[src/rtl/pattern_sequencer.sv]
// Pattern sequencer: picks one of four pixel generators and cross-fades
// between them by stepping brightness down to zero, switching generator,
// and stepping brightness back up. Advances on a button edge or after a
// programmable number of frames when auto-advance is enabled.
module pattern_sequencer #(
    parameter int HOLD_FRAMES = 240,
    parameter int FADE_FRAMES = 4
) (
    input  logic       clk,
    input  logic       rst,
    input  logic       next_frame,
    input  logic       btn_next,
    input  logic       auto_en,
    input  logic [5:0] pat_rgb0,
    input  logic [5:0] pat_rgb1,
    input  logic [5:0] pat_rgb2,
    input  logic [5:0] pat_rgb3,
    output logic [5:0] rgb,
    output logic [1:0] pat_sel,
    output logic [1:0] level,
    output logic       busy
);

    localparam logic [1:0] SHOW     = 2'd0;
    localparam logic [1:0] FADE_OUT = 2'd1;
    localparam logic [1:0] FADE_IN  = 2'd2;

    localparam logic [7:0] HOLD_LAST = 8'(HOLD_FRAMES - 1);
    localparam logic [3:0] FADE_LAST = 4'(FADE_FRAMES - 1);

    logic [1:0] state_q,    state_d;
    logic [1:0] pat_sel_q,  pat_sel_d;
    logic [1:0] level_q,    level_d;
    logic [7:0] hold_cnt_q, hold_cnt_d;
    logic [3:0] fade_cnt_q, fade_cnt_d;
    logic       pending_q,  pending_d;
    logic       btn_q;
    logic       busy_q;

    logic       btn_edge;
    logic       trigger;
    logic       fade_term;
    logic [5:0] sel_rgb;

    assign btn_edge  = btn_next & ~btn_q;
    assign trigger   = pending_q | (auto_en & (hold_cnt_q == HOLD_LAST));
    assign fade_term = (fade_cnt_q == FADE_LAST);

    // Next-state logic: button edges latch a request at any time, everything
    // else moves only on the frame-start pulse. Clearing the request on a
    // SHOW->FADE_OUT transition wins over a coincident new edge so a press
    // landing on the same frame as auto expiry yields a single advance.
    always_comb begin
        state_d    = state_q;
        pat_sel_d  = pat_sel_q;
        level_d    = level_q;
        hold_cnt_d = hold_cnt_q;
        fade_cnt_d = fade_cnt_q;
        pending_d  = pending_q | btn_edge;
        if (next_frame) begin
            case (state_q)
                SHOW: begin
                    if (trigger) begin
                        state_d    = FADE_OUT;
                        hold_cnt_d = 8'd0;
                        fade_cnt_d = 4'd0;
                        pending_d  = 1'b0;
                    end else if (auto_en) begin
                        hold_cnt_d = hold_cnt_q + 8'd1;
                    end
                end
                FADE_OUT: begin
                    if (fade_term) begin
                        fade_cnt_d = 4'd0;
                        if (level_q != 2'd0) begin
                            level_d = level_q - 2'd1;
                        end else begin
                            pat_sel_d = pat_sel_q + 2'd1;
                            state_d   = FADE_IN;
                        end
                    end else begin
                        fade_cnt_d = fade_cnt_q + 4'd1;
                    end
                end
                FADE_IN: begin
                    if (fade_term) begin
                        fade_cnt_d = 4'd0;
                        level_d    = level_q + 2'd1;
                        if (level_q == 2'd2) begin
                            state_d    = SHOW;
                            hold_cnt_d = 8'd0;
                        end
                    end else begin
                        fade_cnt_d = fade_cnt_q + 4'd1;
                    end
                end
                default: begin
                    state_d = SHOW;
                end
            endcase
        end
    end

    // State registers with asynchronous reset to full brightness on generator 0.
    always_ff @(posedge clk or posedge rst) begin
        if (rst) begin
            state_q    <= SHOW;
            pat_sel_q  <= 2'd0;
            level_q    <= 2'd3;
            hold_cnt_q <= 8'd0;
            fade_cnt_q <= 4'd0;
            pending_q  <= 1'b0;
            btn_q      <= 1'b0;
            busy_q     <= 1'b0;
        end else begin
            state_q    <= state_d;
            pat_sel_q  <= pat_sel_d;
            level_q    <= level_d;
            hold_cnt_q <= hold_cnt_d;
            fade_cnt_q <= fade_cnt_d;
            pending_q  <= pending_d;
            btn_q      <= btn_next;
            busy_q     <= (state_d != SHOW);
        end
    end

    // Pixel path: choose the active generator, then clamp each channel to level.
    always_comb begin
        case (pat_sel_q)
            2'd0:    sel_rgb = pat_rgb0;
            2'd1:    sel_rgb = pat_rgb1;
            2'd2:    sel_rgb = pat_rgb2;
            default: sel_rgb = pat_rgb3;
        endcase
        rgb[5:4] = (sel_rgb[5:4] > level_q) ? level_q : sel_rgb[5:4];
        rgb[3:2] = (sel_rgb[3:2] > level_q) ? level_q : sel_rgb[3:2];
        rgb[1:0] = (sel_rgb[1:0] > level_q) ? level_q : sel_rgb[1:0];
    end

    assign pat_sel = pat_sel_q;
    assign level   = level_q;
    assign busy    = busy_q;

endmodule

[config.mk]
export PLATFORM = sky130hd
export DESIGN_NAME = pattern_sequencer
export DESIGN_NICKNAME = d
export VERILOG_FILES = /design/src/rtl/pattern_sequencer.sv
export SDC_FILE = /design/constraint.sdc
export NUM_CORES = 1
export LEC_CHECK = 0
export ABC_AREA = 1
export BUFFER_PORTS_ARGS = -buffer_cell sky130_fd_sc_hd__buf_2
export CORE_AREA = 3 3 60 62
export CTS_BUF_LIST = sky130_fd_sc_hd__clkbuf_16
export DETAILED_ROUTE_END_ITERATION = 16
export DIE_AREA = 0 0 63 65
export PLACE_DENSITY = 0.82
export SKIP_CTS_REPAIR_TIMING = 1
export SLEW_MARGIN = 40
export SYNTH_ARGS = -nofsm -noshare
export SYNTH_HDL_FRONTEND = slang
export SYNTH_SLANG_ARGS = --single-unit
[constraint.sdc]
create_clock -name clk -period 2.1 [get_ports clk]
set_input_delay 0.105 -clock clk [delete_from_list [all_inputs] [get_ports clk]]
set_output_delay 0.105 -clock clk [all_outputs]
set_load 0.02 [all_outputs]
* Word level (Yosys, flattened, before mapping) *
Index checks and enable logic that the tools add are counted.

storage, ports and cells
  bits in registers = 21
  bits in latches = 0
  RAM bits = 0
  bits in read-only memories = 0
  input port bits = 29
  memories kept = 0

cells by class
  add/subtract/negate cells = 5
  $mul = 0
  div/mod/pow operators = 0
  order comparisons = 3
  equality and inequality tests = 13
  shifts and indexed selects = 0
  mux-type cells = 26
  bitwise gates (word level) = 6
  reductions and logical operators = 12

operator list
  operator                                                               number
  8-bit two-way mux                                                      4
  2-bit two-way mux                                                      12
  6-bit one-hot mux with 3 select lines                                  1
  8-bit one-hot mux with 2 select lines                                  1
  2-bit != test, second input constant                                   5
  5-bit AND reduction                                                    2
  2-bit nonzero test                                                     5
  8-bit by 1-bit adder with 8-bit output, second input constant          1
  8-bit equality test, second input constant                             1
  4-bit two-way mux                                                      2
  4-bit one-hot mux with 2 select lines                                  1
  2-bit equality test, second input constant                             3
  2-bit > comparator                                                     3
  2-bit one-hot mux with 3 select lines                                  1
  2-bit by 1-bit adder with 2-bit output, second input constant          2
  4-bit by 1-bit adder with 4-bit output, second input constant          1
  2-bit by 1-bit equality test with 1-bit output, second input constant  2
  4-bit by 2-bit equality test with 1-bit output, second input constant  1
  2-bit logical NOT                                                      2
  2-bit one-hot mux with 2 select lines                                  1
  4-bit AND reduction                                                    1
  1-bit two-way mux                                                      3
  3-bit != test, second input constant                                   1
  3-bit AND reduction                                                    1
  5 further kinds                                                        8

* Logic depth before layout (Yosys ltp) *
  depth after elaboration = 7
  mapped depth = 10
  mapped depth without buffers = 10

* Worst setup path after synthesis *
Ideal clock, no wire load.

  path kind = register to output
  start = reg pat_sel_q[0] (netlist: pat_sel[0])
  end = out rgb[4]
  arrival time = 2.060 ns
  path slack = -0.065 ns
  stages on the path, launching flop included = 11
  buffers on the path = 0
  cells stage by stage = dfrtp_1 > ha_1 > clkinv_1 > nor2_1 > a31oi_1 > ha_1 > inv_1 > nor2_1 > o21ai_0 > nor2_1 > a21oi_1

on the way
  word-level cells in the longest chain between the ends = 4
  elaborated cells between the ends (all ways) = 6
  those cells by class = order compare (1); eq/ne (2); mux (2); reduce/logical (1)

ends and longest elaborated chain
  what                                         line  source
  start: declaration                           32    logic [1:0] pat_sel_q, pat_sel_d;
  start signal: assignment                     117   pat_sel_q <= pat_sel_d;
  2-bit equality test (tied with other cells)  129   case (pat_sel_q)
  6-bit one-hot mux with 3 select lines (*)    129
  2-bit > comparator                           135   rgb[5:4] = (sel_rgb[5:4] > level_q) ? level_q : sel_rgb[5:4];
  2-bit two-way mux (*)                        135
  end: declaration                             18    output logic [5:0] rgb,

Every way passes the cells marked *; elsewhere a longest branch is shown, timed or not.

* Worst setup path in the final report *
  start = reg pat_sel_q[0] (netlist: pat_sel[0])
  end = out rgb[2]

on the way
  word-level cells in the longest chain between the ends = 4
  elaborated cells between the ends (all ways) = 6
  those cells by class = order compare (1); eq/ne (2); mux (2); reduce/logical (1)

ends and longest elaborated chain
  what                                         line  source
  2-bit equality test (tied with other cells)  129
  6-bit one-hot mux with 3 select lines (*)    129
  2-bit > comparator                           136   rgb[3:2] = (sel_rgb[3:2] > level_q) ? level_q : sel_rgb[3:2];
  2-bit two-way mux (*)                        136

Marks and branches as above.

==> impl_summary.txt <==
----------------------------------------------------
[Drt]
  Vias ... 1,511
  Sum of routed wire length over all layers ... slightly below 4 mm
  DRC marker count from the first detailed-route iteration ... between 100 and 150
  Vias per cell ... ~4.9
  Post-route DRC violation count ... 0
  Routed wirelength normalized by instance count ... between 10 and 15 um
  Post-route ant nets ... 0
  First-pass detailed-route iteration total ... 5

[Floorplanning]
  Starting Density ... 0.531
  # rows ... 20
  I/O pins ... 40
  Placeable core area ... about 3100 um2
  Die Height ... 65 um
  Die outline area ... 4100 um2
  Die span in x ... roughly 63 um

[GRT]
  Total grt overflow ... 0
  Global-route met3 utilization ... 0.0364
  Global Route met1 Usage ... 0.214
  Most utilized layer in the global route result ... met2
  Met2 routing resource usage after global routing ... 0.311
  Wire length of the first global-routing pass ... ~5.9 mm
  Number of global-route vias before repair ... around 1,400
  Pin count of the biggest net entering global routing ... 22
  Global routing usage summed across all routing layers ... 0.178
  Antenna violations before repair ... 0

[Logic synthesis]
  Post-synth top cells ... 48 x nand2_1, 19 x dfrtp_1, 19 x ha_1, 19 x inv_1, 17 x nor2_1
  Number of synthesized register bits ... 21
  Cell type with the largest total area after synthesis ... dfrtp_1
  Async SR Flop Fraction ... 1.00
  Syn nets ... roughly 260
  Post-Syn Area per Cell ... ~7.9 um2
  Top-area cell type share of the netlist area ... 0.291
  Post-synthesis sequential area ratio ... 0.323
  Most used standard cell by instance count after synthesis ... nand2_1
  Count of flip-flops with a built-in enable after synthesis ... 0
  Leading register cell type out of synthesis ... dfrtp_1
  Instance count of the mapped netlist ... a little over 200
  Syn. warnings ... 0
  Cell variety after synth ... 32
  Synth Cell Area ... about 1600 um2
  Top area cells in the synthesized netlist ... dfrtp_1 29%, ha_1 15%, nand2_1 11%

[Clock tree]
  Maximum count of clock buffers along a single path ... 2
  Source-to-sink clock delay at the later pin of the worst-skew pair ... approximately 0.25 ns
  CTS tree ... built
  Number of buffers added by the clock tree synthesis step ... 3
  Total clock sinks ... 21
  Clock root buffer ... clkbuf_16
  Clock-pin slew on the worst setup and hold paths ... roughly 0.060 ns
  Depth of the CTS H-tree ... 1

[Critical path]
  Top Family by Delay on Critical Path ... adder cells
  Number of logic stages on the critical path including buffering ... 10
  Startpoint type of the worst setup path ... flop
  Data arrival time of the critical path ... roughly 2.2 ns
  Largest incremental delay on the critical path ... 0.47 ns
  Class of the most critical setup path ... flop to output port
  Peak fanout along the critical path ... 5
  Critical Path End Type ... output port
  Worst path buffer plus inverter count ... 3
  Number of cells traversed by the worst register-to-register path ... 8
  CP cell instances ... ha_4, clkinvlp_2, nand2_1, o22ai_1, ha_1, nand2_1, o21ai_1, buf_4, a21oi_2, buf_4
  Critical Path Slowest Stage Cell ... dfrtp_2
  Required time reported for the critical path endpoint ... 2.00 ns

[Timing]
  Final worst path period share ... 1.11
  Worst Slack Setup Final ... -0.235 ns
  Number of pins exceeding their max-slew limit in the final report ... 0
  Fin. Hold Viols ... 0
  Remaining max-slew budget at the tightest pin ... 0.713
  Number of endpoints failing setup at the final stage ... 3
  Timing-limited maximum frequency ... approximately 0.43 GHz
  Transition at the pin with the smallest max-transition slack ... around 0.43 ns
  Unrepaired setup endpoints after global routing ... true
  Clock Skew ... between 0.001 and 0.0015 ns
  Min Tclk post-route ... 2.34 ns

[Pwr]
  Ratio of total power to cell area ... between 1000 and 1500 nW/um2
  Total power after layout ... about 2.6 mW
  Worst IR Drop VDD ... between 600 and 700 uV
  Leakage ... between 1 and 1.5 nW

[Placed design]
  Placed cell count ... roughly 300
  PortBufs ... 39
  Half-perimeter wire length after detailed placement ... between 2 and 3 mm
  Final Wtd Congestion ... around 0.82

[Run]
  # Max-Cap Violations ... 0

[Worst hold path]
  Count of cells along the worst hold path ... 4
  Tightest Hold Check Type ... primary input to flop

[Finish]
  Number of nets in the final layout ... roughly 310
  Flip-flop and latch area ... around 530 um2
  Syn-to-layout area delta ... 37.6%
  Share of layout cells above drive strength 1 ... 0.420
  Multi-input gate area in the final layout ... 1170 um2
  Antenna fix cells ... 0
  Filler cell count in the final layout ... 236
  Post-layout instance count excluding filler cells ... about 300

[Run status]
  Failing checks ... negative setup slack
  Outcome ... finished with violations

----------------------------------------------------
final cells by class:
| cell class | instances | share of cell area |
|---|---|---|
| repair inverters | 1 | 0.00222 |
| well taps | 44 | 0.0245 |
| flip-flops and latches | 21 | 0.236 |
| inverters | 26 | 0.0484 |
| clock inverters | 1 | 0.00222 |
| multi-input cells | 159 | 0.518 |
| repair buffers | 51 | 0.136 |
| clock buffers | 3 | 0.0334 |
final timing paths:
path / from / endpoint / slack [ns]
worst min-delay path: next_frame / state_q[1] / 0.21
max in group asynchronous: rst / level[0] / 1.37
min in group asynchronous: rst / hold_cnt_q[4] / 0.39
worst max register to register: state_q[0] / hold_cnt_q[7] / 0.46
worst min register to register: hold_cnt_q[1] / hold_cnt_q[1] / 0.52
worst max-delay path: pat_sel[0] / rgb[2] / -0.24
placed cells by master (no fill, tap or decap), types with 2 or more instances in the layout:
cell	synthesis	routed
a21oi_1	9	3
a21oi_2	1	5
a21oi_4	1	3
a22o_1	3	3
a31oi_4	0	2
buf_2	0	36
buf_4	0	11
buf_6	1	2
clkbuf_16	0	3
dfrtp_1	19	17
dfrtp_2	0	2
dfstp_2	2	2
dlygate4sd3_1	0	2
ha_1	19	13
ha_4	0	6
inv_1	19	15
inv_2	5	8
nand2_1	48	48
nand2_2	3	3
nand3_1	12	12
nor2_1	17	14
nor2_2	6	9
o21ai_0	8	5
o21ai_1	5	7
o21ai_2	3	4
o22ai_2	2	4
xor2_1	8	8
power by group:
| group | total (mW) | switching (mW) | internal (mW) |
|---|---|---|---|
| sequential | 0.618 | 0.107 | 0.511 |
| combinational | 1.53 | 0.865 | 0.669 |
| clock | 0.403 | 0.148 | 0.256 |
| total | 2.56 | 1.12 | 1.44 |
worst register-to-register path, stage by stage (launching register included):
cell	delay, ns
dfrtp_1	0.41
inv_1	0.12
ha_1	0.32
inv_2	0.09
a21oi_4	0.15
nand3_4	0.15
clkinv_4	0.10
nand2_4	0.09
o21ai_2	0.15
per-layer routing:
layer	up-vias	routed length [um]
met5	-	0
met1	668	1680
li1	788	-
met4	0	74
met2	48	1980
met3	7	246
sequential cells by signal (all words and copies together), names as in the netlist:
register    flops
hold_cnt_q      8
state_q         2
fade_cnt_q      4
busy            1
level           2
pending_q       1
pat_sel         2
btn_q           1
stage by stage:
step	setup WS, ns	hold WS [ns]	area (um2)	setup TNS, ns	util
global route	-0.321	0.269	2250	-0.891	0.731
finish	-0.235	0.211	2250	-0.629	0.731
CTS	-0.413	-0.0283	2030	-1.10	0.661
floorplan	0.0112	0.0800	1650	0	-
global placement	-0.100	0.226	1950	-0.143	0.635
detailed placement	-0.135	0.233	1950	-0.274	0.635
cell families after synthesis:
group / after synthesis / synth area share
flip-flops: 21 / 0.323
XOR/XNOR: 9 / 0.0482
AO/OA/AOI/OAI: 39 / 0.158
buffers and inverters: 27 / 0.0696
AND/OR/NAND/NOR: 92 / 0.256
adder cells (fa/ha/maj): 19 / 0.145
(Power assumes the default switching activity.)
